### src/rtl/stopwatch_ctrl.sv
// Stopwatch controller: synchronized go/clear/lap buttons, STOPPED/RUNNING/HALTED FSM and a
// prescaled BCD counter. Define STOPWATCH_LAP_EN to build the lap (display freeze) feature.

module stopwatch_ctrl #(
    parameter int NUM_DIGITS = 4,
    parameter int TICK_DIV   = 100000,
    parameter int WRAP_MODE  = 0
) (
    input  logic                    clk,
    input  logic                    reset_n,
    input  logic                    go,
    input  logic                    clear,
    input  logic                    lap,
    output logic [4*NUM_DIGITS-1:0] digits_o,
    output logic                    running,
    output logic                    lap_active,
    output logic                    overflow
);
    localparam int CW = 4 * NUM_DIGITS;
    localparam int PRE_W = (TICK_DIV > 2) ? $clog2(TICK_DIV) : 1;
    localparam logic [PRE_W-1:0] PRE_LAST = PRE_W'(TICK_DIV - 1);

    localparam logic [1:0] ST_STOPPED = 2'd0;
    localparam logic [1:0] ST_RUNNING = 2'd1;
    localparam logic [1:0] ST_HALTED  = 2'd2;

    // Button bit order in the vectors below: [0]=go, [1]=clear, [2]=lap
    logic [2:0]       sync_p0, sync_p1, sync_p2, evt_p3, armed;
    logic [1:0]       settle;
    logic             settled;
    logic             go_evt, clr_evt, lap_evt;

    logic [1:0]       state_q;
    logic [PRE_W-1:0] pre_q;
    logic [CW-1:0]    count_q, count_inc;
    logic             all_nines, tick, halt_now;

    assign settled = (settle == 2'd2);
    assign {lap_evt, clr_evt, go_evt} = evt_p3;

    // A button only arms once its synchronized level has been seen low after reset,
    // so a button held through reset release never fires.
    always_ff @(posedge clk or negedge reset_n) begin
        if (!reset_n) begin
            sync_p0 <= '0;
            sync_p1 <= '0;
            sync_p2 <= '0;
            evt_p3  <= '0;
            armed   <= '0;
            settle  <= '0;
        end else begin
            sync_p0 <= {lap, clear, go};
            sync_p1 <= sync_p0;
            sync_p2 <= sync_p1;
            if (!settled)
                settle <= settle + 2'd1;
            armed  <= armed | ({3{settled}} & ~sync_p1);
            evt_p3 <= sync_p1 & ~sync_p2 & armed;
        end
    end

    always_comb begin
        all_nines = 1'b1;
        count_inc = count_q;
        for (int i = 0; i < NUM_DIGITS; i++) begin
            if (all_nines) begin
                if (count_q[4*i +: 4] == 4'd9) begin
                    count_inc[4*i +: 4] = 4'd0;
                end else begin
                    count_inc[4*i +: 4] = count_q[4*i +: 4] + 4'd1;
                    all_nines = 1'b0;
                end
            end
        end
    end

    assign tick     = (state_q == ST_RUNNING) && (pre_q == PRE_LAST);
    assign halt_now = tick && all_nines && (WRAP_MODE == 0);

    always_ff @(posedge clk or negedge reset_n) begin
        if (!reset_n) begin
            state_q  <= ST_STOPPED;
            pre_q    <= '0;
            count_q  <= '0;
            overflow <= 1'b0;
        end else if (clr_evt) begin
            state_q  <= ST_STOPPED;
            pre_q    <= '0;
            count_q  <= '0;
            overflow <= 1'b0;
        end else begin
            // Wrap mode makes overflow a single-cycle pulse; halt mode keeps it sticky.
            if (WRAP_MODE != 0)
                overflow <= 1'b0;
            if (state_q == ST_RUNNING)
                pre_q <= tick ? '0 : pre_q + 1'b1;
            if (tick) begin
                if (all_nines)
                    overflow <= 1'b1;
                if (!halt_now)
                    count_q <= count_inc;
            end
            case (state_q)
                ST_STOPPED: if (go_evt) state_q <= ST_RUNNING;
                ST_RUNNING: begin
                    if (halt_now)
                        state_q <= ST_HALTED;
                    else if (go_evt)
                        state_q <= ST_STOPPED;
                end
                ST_HALTED:  state_q <= ST_HALTED;
                default:    state_q <= ST_STOPPED;
            endcase
        end
    end

    assign running = (state_q == ST_RUNNING);

`ifdef STOPWATCH_LAP_EN
    logic [CW-1:0] snap;
    logic          lap_set;

    assign lap_set = lap_evt && !clr_evt && (state_q == ST_RUNNING) && !lap_active;

    always_ff @(posedge clk or negedge reset_n) begin
        if (!reset_n)
            lap_active <= 1'b0;
        else if (clr_evt)
            lap_active <= 1'b0;
        else if (lap_evt)
            lap_active <= (state_q == ST_RUNNING) ? !lap_active : 1'b0;
    end

    always_ff @(posedge clk) begin
        if (lap_set)
            snap <= count_q;
    end

    assign digits_o = lap_active ? snap : count_q;
`else
    logic lap_unused;

    assign lap_unused = lap_evt;
    assign lap_active = 1'b0;
    assign digits_o   = count_q;
`endif

endmodule

### config.mk
export PLATFORM = sky130hd
export DESIGN_NAME = stopwatch_ctrl
export DESIGN_NICKNAME = d
export VERILOG_FILES = /design/src/rtl/stopwatch_ctrl.sv
export SDC_FILE = /design/constraint.sdc
export NUM_CORES = 1
export LEC_CHECK = 0
export ABC_AREA = 1
export CAP_MARGIN = 20
export CORE_ASPECT_RATIO = 0.8
export CORE_MARGIN = 2
export CORE_UTILIZATION = 30
export DETAILED_ROUTE_END_ITERATION = 8
export GPL_TIMING_DRIVEN = 0
export PLACE_DENSITY = 0.47
export SLEW_MARGIN = 25
export SYNTH_ARGS = -nofsm -noshare
export SYNTH_HDL_FRONTEND = slang
export SYNTH_SLANG_ARGS = --single-unit
### constraint.sdc
create_clock -name clk -period 2 [get_ports clk]
set_input_delay 0.4 -clock clk [delete_from_list [all_inputs] [get_ports clk]]
set_output_delay 0.4 -clock clk [all_outputs]
set_load 0.02 [all_outputs]
==> impl_metrics.csv <==
group,metric,value,unit
run_status,outcome,"complete, no violations",
final_layout,layout_commonest_cell,"nand2_1",
worst_setup_path,cpMaxStageDelayCell,"clkdlybuf4s50_1",
floorplanning,ios,24,
route,viasPerCell,4.47,
synthesis,synthAdderAreaFrac,4.93,%
final_layout,final_cells,451,
route,ant_nets,0,
grt,antenna_found_initial,0,
synthesis,synth-simple-area-share,32.0,%
worst_setup_path,ff2ff_setup_slack,190,ps
worst_setup_path,worstPathArrival,1430,ps
cts,post_cts_buffers,0,
synthesis,synthTopCellsByArea,"dfrtp_1 (47%), nand2_1 (11%), nand3_1 (6.5%)",
sta,tightestPinTransition,629,ps
floorplanning,start_util,31.5,%
synthesis,yosysTopAreaCell,"dfrtp_1",
cts,cts_num_sinks,48,
synthesis,synth_nets,329,
worst_setup_path,cp_max_fo,7,
cts,cts_max_path_buffers,2,
worst_setup_path,critPathKind,"reg2out",
final_layout,fin_area,2990,um^2
route,drc_errors,0,
synthesis,ys_ff_latch,48,
floorplanning,die_width,107,um
placed_design,gp_congestion,0.777,
grt,grt_pass1_wl,8870,um
synthesis,postSynthAreaPerCell,8.08,um^2
final_layout,final_nets,357,
route,drt_first_pass_iters,4,
worst_setup_path,timing.rr.end,"pre_q[12]$_DFFE_PN0P_",
sta,drv_slew,0,
floorplanning,core,8060,um^2
sta,finalSetupViolCount,0,
placed_design,hpwl,3720,um
route,vias,2016,
worst_setup_path,cp_num_buf_inv,1,
placed_design,dpl_cell_area,2880,um^2
final_layout,largest_reg_flops,17,
floorplanning,fp-row-count,29,
synthesis,synth-compound-area-share,4.98,%
worst_setup_path,required,1600,ps
synthesis,synth_top_family_by_area,"simple AND/OR/NAND/NOR gates",
worst_setup_path,critPathMaxStageDelay,650,ps
sta,report.final.hold_viol_count,0,
synthesis,ys_types,30,
sta,slew_headroom,58.1,%
synthesis,synth_mux_area_share,0.394,%
sta,finalSetupTns,0,ps
sta,rsz0062_at_grt,"false",
synthesis,netlist.area_leader.share,47.3,%
route,wl_per_cell,11.4,um
pwr,power_density,777,nW/um^2
sta,whs,113,ps
final_layout,top_register,"pre_q",
cts,cts_tree,"yes",
placed_design,port_buffers,21,
final_layout,final_cell_mix,"nand2_1 (76), dfrtp_1 (48), inv_1 (37)",
route,drtIter0Drc,69,
synthesis,ys_seq_area_share,47.3,%
sta,max_freq,0.548,GHz
synthesis,syn_area,2540,um^2
placed_design,placedCellCount,443,
final_layout,layout-drive-gt1-share,7.87,%
hold_path,hold_class,"in2async",
synthesis,netlist_instances,314,
synthesis,yosysWarnings,0,
cts,cts_buffers,5,
final_layout,area_growth,17.9,%
cts,htreeDepth,2,
worst_setup_path,r2r-start,"pre_q[0]$_DFFE_PN0P_",
grt,grt_max_degree,49,
worst_setup_path,endpoint_kind,"output port",
grt,grt_pass1_vias,1905,
floorplanning,dieArea,9210,um^2
pwr,p_leak,1.47,nW
route,routed_wl,5160,um
final_layout,fill_cells,855,
cts,clockRootBuffer,"clkbuf_8",
pwr,ir_drop,306,uV
synthesis,synth_xor_area_share,3.11,%
worst_setup_path,worstSetupStartpointType,"flop",
cts,clkTransAtPathRegs,90,ps
run,maxCapViolations,0,
sta,period_needed,1830,ps
grt,track_usage,12.2,%
worst_setup_path,cp_top_family,"buffers and inverters",
sta,fin_worst_skew,5.76,ps
cts,insertion_delay,300,ps
final_layout,num_antenna_cells,0,
grt,grt_overflow_total,0,
worst_setup_path,path_cells,"clkdlybuf4s50_1",
worst_setup_path,reg2reg_depth,9,
sta,fin_crit_sh,91.3,%
floorplanning,die_y,86.3,um
==> how the worst max path moves through the flow <==
stage | from | endpoint | slack, ps | cells past startpoint
after floorplan | digits_o[8]$_DFFE_PN0P_ | digits_o[10]$_DFFE_PN0P_ | 310 | 11
after global placement | reset_n | digits_o[12]$_DFFE_PN0P_ | -980 | 1
after detailed placement | pre_q[0]$_DFFE_PN0P_ | pre_q[12]$_DFFE_PN0P_ | 150 | 9
after CTS | pre_q[0]$_DFFE_PN0P_ | pre_q[12]$_DFFE_PN0P_ | 120 | 9
after global routing | digits_o[1]$_DFFE_PN0P_ | digits_o[11]$_DFFE_PN0P_ | 30 | 12
final | digits_o[4]$_DFFE_PN0P_ | digits_o[4] | 170 | 1
==> layer usage <==
metal  up-vias  global-route usage (%)  wire [um]
met5         -                       0          0
met4         0                    3.19         51
met3         4                    2.56        170
met2        26                    18.1       2120
met1       923                    17.9       2810
li1       1063                       -          -
==> synthesized netlist by cell type (all sizes together) <==
master	instances
nand2	80
dfrtp	48
nor2	41
inv	38
nand3	35
a21oi	11
nor3	11
ha	10
o21ai	10
nand4	7
xnor2	6
buf	5
xor2	3
nor4	2
o21bai	2
a31oi	1
clkbuf	1
conb	1
mux2i	1
or2	1
==> cells by family (layout without fill, tap and decap cells) <==
| logic type | after synthesis | count (layout) |
|---|---|---|
| buffers and inverters | 44 | 73 |
| flip-flops | 48 | 48 |
| XOR/XNOR | 9 | 9 |
| multiplexers | 1 | 1 |
| other | 1 | 1 |
| AND/OR/NAND/NOR | 177 | 177 |
| adder cells (fa/ha/maj) | 10 | 10 |
| AO/OA/AOI/OAI | 24 | 24 |
==> final cells by class <==
cell class                 count  area (um^2)  area share [%]
sequential                    48         1200            40.1
multi-input combinational    222         1150            38.6
timing repair buffer          21          206            6.90
inverter                      38          143            4.77
tap                          108          135            4.52
clock buffer                   5         68.8            2.30
clock inverter                 3         42.5            1.42
buffer                         6         41.3            1.38
==> report_power, final <==
group	internal (mW)	switching [mW]	total, mW
Clock	0.371	0.342	0.713
Sequential	1.05	0.105	1.16
Combinational	0.205	0.253	0.457
Total	1.63	0.700	2.33
==> per-stage QoR <==
step / utilization (%) / total power, mW / setup slack (ps)
floorplan: - / 1.44 / 315
global placement: 35.8 / 1.64 / -977
detailed placement: 35.8 / 1.64 / 151
CTS: 37.1 / 2.36 / 122
global route: 37.2 / 2.47 / 25.2
finish: 37.2 / 2.33 / 175
==> timing repair <==
action	CTS	global route
hold buffers	0	0
setup endpoints to repair	1	1
resized for setup	1	1
pin swaps	0	0
(Power assumes the default switching activity.)
